## src/rtl/nmcu_pkg.sv

```systemverilog
// Shared NMCU types and constants: operand width, feeder FSM states and the
// reduction-length ceiling used by the operand sequencer.
package nmcu_pkg;

  localparam int DATA_WIDTH = 8;
  localparam int FEED_K_MAX = 256;

  typedef enum logic [2:0] {
    IDLE  = 3'd0,
    CLEAR = 3'd1,
    FEED  = 3'd2,
    DRAIN = 3'd3,
    DONE  = 3'd4
  } feeder_state_e;

  // Clamp a requested reduction length to what a job may legally run.
  function automatic int sat_len(input int len, input int lim);
    return (len > lim) ? lim : len;
  endfunction

endpackage

```

## src/rtl/systolic_feeder_if.sv

```systemverilog
// Beat stream into the feeder: one A column and one B row per valid/ready handshake.
interface systolic_feeder_if
  import nmcu_pkg::*;
#(
  parameter int ROWS       = 4,
  parameter int COLS       = 4,
  parameter int DATA_WIDTH = nmcu_pkg::DATA_WIDTH
);

  logic                         in_valid;
  logic                         in_ready;
  logic [ROWS*DATA_WIDTH-1:0]   a_vec;
  logic [COLS*DATA_WIDTH-1:0]   b_vec;

  modport master (output in_valid, output a_vec, output b_vec, input in_ready);
  modport slave  (input in_valid, input a_vec, input b_vec, output in_ready);

endinterface

```

## src/rtl/systolic_feeder_skew.sv

```systemverilog
// Fixed-depth shift register; the feeder uses one per array lane to build the diagonal skew.
module skew_delay_line
  import nmcu_pkg::*;
#(
  parameter int WIDTH = 8,
  parameter int DEPTH = 1
) (
  input  logic             clk,
  input  logic             rst,
  input  logic [WIDTH-1:0] d_i,
  output logic [WIDTH-1:0] q_o
);

  logic [DEPTH-1:0][WIDTH-1:0] sr_q;

  always_ff @(posedge clk) begin
    if (rst) begin
      sr_q <= '0;
    end else begin
      sr_q[0] <= d_i;
      for (int k = 1; k < DEPTH; k++) begin
        sr_q[k] <= sr_q[k-1];
      end
    end
  end

  assign q_o = sr_q[DEPTH-1];

endmodule

```

## src/rtl/systolic_feeder.sv

```systemverilog
// Operand sequencer for the output-stationary PE array: skews A/B beats onto the
// array edges, clears accumulators per job and signals when all sums are final.
module systolic_feeder
  import nmcu_pkg::*;
#(
  parameter int DATA_WIDTH = nmcu_pkg::DATA_WIDTH,
  parameter int ROWS       = 4,
  parameter int COLS       = 4,
  parameter int K_MAX      = FEED_K_MAX,
  parameter int K_WIDTH    = $clog2(K_MAX + 1)
) (
  input  logic                             clk,
  input  logic                             rst,
  input  logic                             start_i,
  input  logic [K_WIDTH-1:0]               k_len_i,
  output logic                             busy_o,
  output logic                             done_o,
  systolic_feeder_if.slave                 beat_if,
  output logic                             clear_o,
  output logic                             accum_en_o,
  output logic [ROWS-1:0][DATA_WIDTH-1:0]  operand_a_o,
  output logic [COLS-1:0][DATA_WIDTH-1:0]  operand_b_o
);

  localparam logic [2:0] S_IDLE  = IDLE;
  localparam logic [2:0] S_CLEAR = CLEAR;
  localparam logic [2:0] S_FEED  = FEED;
  localparam logic [2:0] S_DRAIN = DRAIN;
  localparam logic [2:0] S_DONE  = DONE;

  localparam int DRAIN_N = ROWS + COLS;
  localparam int DR_W    = $clog2(DRAIN_N + 1);

  logic [2:0]         state_q, state_d;
  logic [K_WIDTH-1:0] k_len_q, k_len_d;
  logic [K_WIDTH-1:0] beat_q, beat_d;
  logic [DR_W-1:0]    drain_q, drain_d;
  logic               accept;

  assign accept = (state_q == S_FEED) && beat_if.in_valid;

  always_comb begin
    state_d = state_q;
    k_len_d = k_len_q;
    beat_d  = beat_q;
    drain_d = drain_q;
    case (state_q)
      S_IDLE: begin
        if (start_i) begin
          k_len_d = K_WIDTH'(sat_len(int'(k_len_i), K_MAX));
          beat_d  = '0;
          state_d = S_CLEAR;
        end
      end
      S_CLEAR: state_d = (k_len_q == '0) ? S_DONE : S_FEED;
      S_FEED: begin
        if (accept) begin
          beat_d = beat_q + K_WIDTH'(1);
          if (beat_q + K_WIDTH'(1) == k_len_q) begin
            state_d = S_DRAIN;
            drain_d = '0;
          end
        end
      end
      S_DRAIN: begin
        if (drain_q == DR_W'(DRAIN_N - 1)) state_d = S_DONE;
        else                               drain_d = drain_q + DR_W'(1);
      end
      S_DONE:  state_d = S_IDLE;
      default: state_d = S_IDLE;
    endcase
  end

  always_ff @(posedge clk) begin
    if (rst) begin
      state_q <= S_IDLE;
      k_len_q <= '0;
      beat_q  <= '0;
      drain_q <= '0;
    end else begin
      state_q <= state_d;
      k_len_q <= k_len_d;
      beat_q  <= beat_d;
      drain_q <= drain_d;
    end
  end

  // Outputs are forced low for the whole reset cycle, not just the one after it.
  assign beat_if.in_ready = !rst && (state_q == S_FEED);
  assign clear_o          = !rst && (state_q == S_CLEAR);
  assign accum_en_o       = !rst && ((state_q == S_FEED) || (state_q == S_DRAIN));
  assign busy_o           = !rst && (state_q != S_IDLE);
  assign done_o           = !rst && (state_q == S_DONE);

  // Skew stage: lane n sees beat data n+1 cycles after acceptance; idle cycles inject zero.
  logic signed [DATA_WIDTH-1:0] a_in  [ROWS];
  logic signed [DATA_WIDTH-1:0] a_out [ROWS];
  logic signed [DATA_WIDTH-1:0] b_in  [COLS];
  logic signed [DATA_WIDTH-1:0] b_out [COLS];

  for (genvar r = 0; r < ROWS; r++) begin : g_row
    assign a_in[r] = accept ? beat_if.a_vec[r*DATA_WIDTH +: DATA_WIDTH] : '0;
    skew_delay_line #(.WIDTH(DATA_WIDTH), .DEPTH(r + 1)) u_skew (
      .clk(clk), .rst(rst), .d_i(a_in[r]), .q_o(a_out[r])
    );
    assign operand_a_o[r] = rst ? '0 : a_out[r];
  end

  for (genvar c = 0; c < COLS; c++) begin : g_col
    assign b_in[c] = accept ? beat_if.b_vec[c*DATA_WIDTH +: DATA_WIDTH] : '0;
    skew_delay_line #(.WIDTH(DATA_WIDTH), .DEPTH(c + 1)) u_skew (
      .clk(clk), .rst(rst), .d_i(b_in[c]), .q_o(b_out[c])
    );
    assign operand_b_o[c] = rst ? '0 : b_out[c];
  end

endmodule

```

## src/flat_wrapper.sv

```systemverilog
// flat-port wrapper written by rule: the top's interface ports become plain ports
module systolic_feeder_flat import nmcu_pkg::*;
#(
  parameter int DATA_WIDTH = nmcu_pkg::DATA_WIDTH,
  parameter int ROWS       = 4,
  parameter int COLS       = 4,
  parameter int K_MAX      = FEED_K_MAX,
  parameter int K_WIDTH    = $clog2(K_MAX + 1)
)
  (clk, rst, start_i, k_len_i, busy_o, done_o, clear_o, accum_en_o, operand_a_o, operand_b_o, beat_if_in_valid, beat_if_a_vec, beat_if_b_vec, beat_if_in_ready);
  systolic_feeder_if #(.ROWS(ROWS), .COLS(COLS), .DATA_WIDTH(DATA_WIDTH)) beat_if_i ();
  input  logic clk;
  input  logic rst;
  input  logic start_i;
  input  logic [K_WIDTH-1:0] k_len_i;
  output logic busy_o;
  output logic done_o;
  output logic clear_o;
  output logic accum_en_o;
  output logic [ROWS-1:0][DATA_WIDTH-1:0] operand_a_o;
  output logic [COLS-1:0][DATA_WIDTH-1:0] operand_b_o;
  input wire logic [$bits(beat_if_i.in_valid)-1:0] beat_if_in_valid;
  input wire logic [$bits(beat_if_i.a_vec)-1:0] beat_if_a_vec;
  input wire logic [$bits(beat_if_i.b_vec)-1:0] beat_if_b_vec;
  output wire logic [$bits(beat_if_i.in_ready)-1:0] beat_if_in_ready;
  assign beat_if_i.in_valid = beat_if_in_valid;
  assign beat_if_i.a_vec = beat_if_a_vec;
  assign beat_if_i.b_vec = beat_if_b_vec;
  assign beat_if_in_ready = beat_if_i.in_ready;
  systolic_feeder #(.DATA_WIDTH(DATA_WIDTH), .ROWS(ROWS), .COLS(COLS), .K_MAX(K_MAX), .K_WIDTH(K_WIDTH)) u_core (.clk(clk), .rst(rst), .start_i(start_i), .k_len_i(k_len_i), .busy_o(busy_o), .done_o(done_o), .beat_if(beat_if_i), .clear_o(clear_o), .accum_en_o(accum_en_o), .operand_a_o(operand_a_o), .operand_b_o(operand_b_o));
endmodule
```

## config.mk

```make
export PLATFORM = sky130hd
export DESIGN_NAME = systolic_feeder_flat
export DESIGN_NICKNAME = d
export VERILOG_FILES = /design/src/rtl/nmcu_pkg.sv /design/src/rtl/systolic_feeder_if.sv /design/src/rtl/systolic_feeder_skew.sv /design/src/rtl/systolic_feeder.sv /design/src/flat_wrapper.sv
export SDC_FILE = /design/constraint.sdc
export NUM_CORES = 1
export LEC_CHECK = 0
export ABC_AREA = 1
export BUFFER_PORTS_ARGS = -buffer_cell sky130_fd_sc_hd__clkbuf_2
export CAP_MARGIN = 5
export CORE_MARGIN = 1.5
export CORE_UTILIZATION = 35
export DETAILED_ROUTE_END_ITERATION = 6
export PLACE_DENSITY = 0.6
export SLEW_MARGIN = 20
export SYNTH_ARGS = -nofsm -noshare
export SYNTH_HDL_FRONTEND = slang
export SYNTH_SLANG_ARGS = --single-unit
```

## constraint.sdc

```tcl
create_clock -name clk -period 2.2 [get_ports clk]
set_input_delay 0.11 -clock clk [delete_from_list [all_inputs] [get_ports clk]]
set_output_delay 0.11 -clock clk [all_outputs]
set_load 0.1 [all_outputs]
```

==> results_dict.tcl <==
set metrics [dict create \
    syn_avg_cell_area_um2 7.45 \
    number_of_hold_buffers_added_after_cts 72 \
    grt.met2_usage_pct 23.6 \
    nFillCells 1824 \
    hold_violations 0 \
    period_minus_slack_ns 1.88 \
    start_util_pct 35.8 \
    synthDistinctLibCells 28 \
    gr_met3_demand_resource_pct 3.80 \
    critPathKind "flip-flop to primary output" \
    place_ws_ns 0.386 \
    cell_leakage_power_nw 4.04 \
    htree_levels 4 \
    worst_skew_ns 0.00949 \
    grt_max_degree 68 \
    drtPass1Iterations 4 \
    endpoint_of_the_worst_slack_reg_to_reg_timing_path "u_core.drain_q[0]$_SDFFE_PP0P_" \
    clkTransAtPathRegs_ns 0.08 \
    irDropWorstVdd_v 0.000767 \
    dieWidth_um 139 \
    min-delay-start "k_len_i[8]" \
    grt_pass1_wl_um 21900 \
    ctsResizeCount 0 \
    ff2ff_path_depth 14 \
    worstHoldPathType "input pin to flip-flop" \
    r2r_start "u_core.beat_q[0]$_SDFFE_PP0P_" \
    cts_setup_buffers 0 \
    via_per_inst 3.96 \
    cts-root-buf "sky130_fd_sc_hd__clkbuf_16" \
    synth.net_count 946 \
    grt_antenna_before_repair 1 \
    dpl_cell_area_mm2 0.00745 \
    fin_area_mm2 0.00879 \
    finish.net_count 1162 \
    gp_congestion 0.779 \
    layout_worst_path_cycle_share_pct 85.5 \
    final_common_cell "sky130_fd_sc_hd__nor2_1" \
    die_height_um 139 \
    rsz_0062_raised_after_global_routing "false" \
    area_growth_pct 36.1 \
    report.power.total_mw 7.92 \
    detailroute.via_count 5249 \
    clock_latency_ns 0.43 \
    worst_setup_path_start_kind "flip-flop" \
    syn-instance-count 867 \
    finalSetupViolCount 0 \
    yosys_warnings 0 \
    worst_slew_margin_relative_to_its_limit_pct 61.8 \
    tritoncts.num_buffers 17 \
    count_of_cells_along_the_worst_hold_path 3 \
    timing.hold.worst_endpoint "u_core.k_len_q[8]$_SDFFE_PP0P_" \
    reg2reg_setup_slack_ns 0.35 \
    fmax_mhz 531 \
    end_kind "primary output" \
    wire_per_inst_um 9.61 \
    status "finished, final reports clean" \
    grt_busiest_layer "met2" \
    die_area_mm2 0.0193 \
    routed_wirelength_um 12700 \
    setup_tns_after_final_layout_ns 0 \
    timing.critical_path.arrival_ns 1.77 \
    required_ns 2.09 \
    detail-route-antenna-nets 0 \
    post-dp-hpwl_um 8330 \
    core_area_mm2 0.0180 \
    design.portCount 146 \
    fp-row-count 49 \
    timing.max_cap.violations 0 \
    report.final.slew_viol_count 0 \
    final_critical_path_setup_slack_ns 0.318 \
    clk_path_buf_depth 2 \
    grt.met1_usage_pct 16.5 \
    critical_path.startpoint "u_core.state_q[2]$_SDFFE_PP0P_" \
    overflow 0 \
    grt_pass1_vias 4862 \
    post_route_cells_drive_above_1_share_pct 18.1 \
    timing.critical_path.fanout_max 5 \
    tritoncts "yes" \
    ys_seq_area_share_pct 57.4 \
    cell_area_after_synthesis_mm2 0.00646 \
    mostFrequentLayoutCells "sky130_fd_sc_hd__nor2_1, sky130_fd_sc_hd__inv_1, sky130_fd_sc_hd__dfxtp_1" \
    place.port_buffers 145 \
    slew_of_the_pin_with_the_lowest_slew_margin_ns 0.576 \
    grt.total_usage_pct 14.0 \
    power_per_cell_area_mw_per_mm2 901 \
    post-place-cells 1221 \
    drt_iter0_markers 144 \
    post_layout_nonfiller_instances 1326 \
    drc 0 \
    postSynthRegisterBits 185 \
    clkSinkCount 185 \
]
## report_power, final
group / internal (mW) / total, mW / switching (mW) / leakage [nW]
Clock: 1.56 / 3.06 / 1.50 / 0.292
Sequential: 3.52 / 3.63 / 0.116 / 1.49
Combinational: 0.424 / 1.22 / 0.796 / 2.26
Total: 5.50 / 7.92 / 2.42 / 4.04
## through the flow
stage                     hold slack [ns]  util (%)
after floorplan                     0.222         -
after global placement              0.307      41.4
after detailed placement            0.310      41.4
after CTS                          0.0118      48.8
after global routing               0.0598      48.8
final                              0.0379      48.8
## cell usage after synthesis
cell	n	area, µm²
sky130_fd_sc_hd__nor3_2	1	10.0
sky130_fd_sc_hd__a22oi_1	2	15.0
sky130_fd_sc_hd__o21ai_1	2	10.0
sky130_fd_sc_hd__nand2_4	2	22.5
sky130_fd_sc_hd__o21ai_0	13	65.1
sky130_fd_sc_hd__or2_2	1	6.26
sky130_fd_sc_hd__a21oi_1	19	95.1
sky130_fd_sc_hd__buf_2	5	25.0
sky130_fd_sc_hd__clkbuf_1	20	75.1
sky130_fd_sc_hd__a21boi_0	1	7.51
sky130_fd_sc_hd__nor4_1	1	6.26
sky130_fd_sc_hd__and3_1	1	6.26
sky130_fd_sc_hd__a211oi_1	1	7.51
sky130_fd_sc_hd__o21bai_1	2	15.0
sky130_fd_sc_hd__nor3_1	3	15.0
sky130_fd_sc_hd__and2_1	1	6.26
sky130_fd_sc_hd__or4_1	2	15.0
sky130_fd_sc_hd__nand3_1	25	125
sky130_fd_sc_hd__nor2_1	249	935
sky130_fd_sc_hd__nand2_1	67	251
sky130_fd_sc_hd__a31o_2	1	8.76
sky130_fd_sc_hd__dfxtp_1	185	3700
sky130_fd_sc_hd__ha_1	2	25.0
sky130_fd_sc_hd__nor2_2	4	25.0
sky130_fd_sc_hd__nand4_1	2	12.5
sky130_fd_sc_hd__nand3b_1	3	22.5
sky130_fd_sc_hd__buf_1	4	15.0
sky130_fd_sc_hd__inv_1	248	931
## logic make-up (layout without fill, tap and decap cells)
group	after synthesis	after routing	share of synthesized area, %
DFF	185	185	57.4
buffers and inverters	277	506	16.2
adders and majority gates	2	2	0.387
and+or+nand+nor	362	362	22.6
AOI/OAI and AO/OA	41	41	3.47
other	0	1	0
## flip-flops by register name (all words and copies together) (netlist names)
signal	flops
u_core.beat_q	9
u_core.drain_q	4
u_core.g_col.u_skew.q_o	32
u_core.g_col.u_skew.sr_q	48
u_core.g_row.u_skew.q_o	32
u_core.g_row.u_skew.sr_q	48
u_core.k_len_q	9
u_core.state_q	3
## critical path, stage by stage (launching register included)
cell	delay (ns)
sky130_fd_sc_hd__dfxtp_1	0.36
sky130_fd_sc_hd__nor2_2	0.19
sky130_fd_sc_hd__nand2_1	0.15
sky130_fd_sc_hd__nor2_1	0.17
sky130_fd_sc_hd__clkbuf_2	0.48
## metal layers
layer	vias to the layer above	routed length [µm]
met5	-	0
met4	0	217
met3	20	591
met2	99	6180
met1	2258	5760
li1	2872	-
## area by class of cell
class | instances | area, µm² | share of cell area [%]
well taps | 229 | 287 | 3.26
clock buffers | 17 | 425 | 4.84
flip-flops and latches | 185 | 3700 | 42.1
diodes | 1 | 2.50 | 0.0285
inverters | 248 | 931 | 10.6
repair buffers | 226 | 1530 | 17.4
multi-input cells | 405 | 1720 | 19.6
clock inverters | 15 | 189 | 2.15
## how the worst max path moves through the flow
stage / to / slack [ns]
global placement: u_core.drain_q[1]$_SDFFE_PP0P_ / 0.42
CTS: beat_if_in_ready / 0.28
global route: u_core.state_q[1]$_SDFFE_PP0P_ / 0.14
floorplan: u_core.state_q[1]$_SDFFE_PP0P_ / 0.003
finish: beat_if_in_ready / 0.32
detailed placement: u_core.drain_q[0]$_SDFFE_PP0P_ / 0.39
Note: power is estimated with default switching activity, not from simulation.
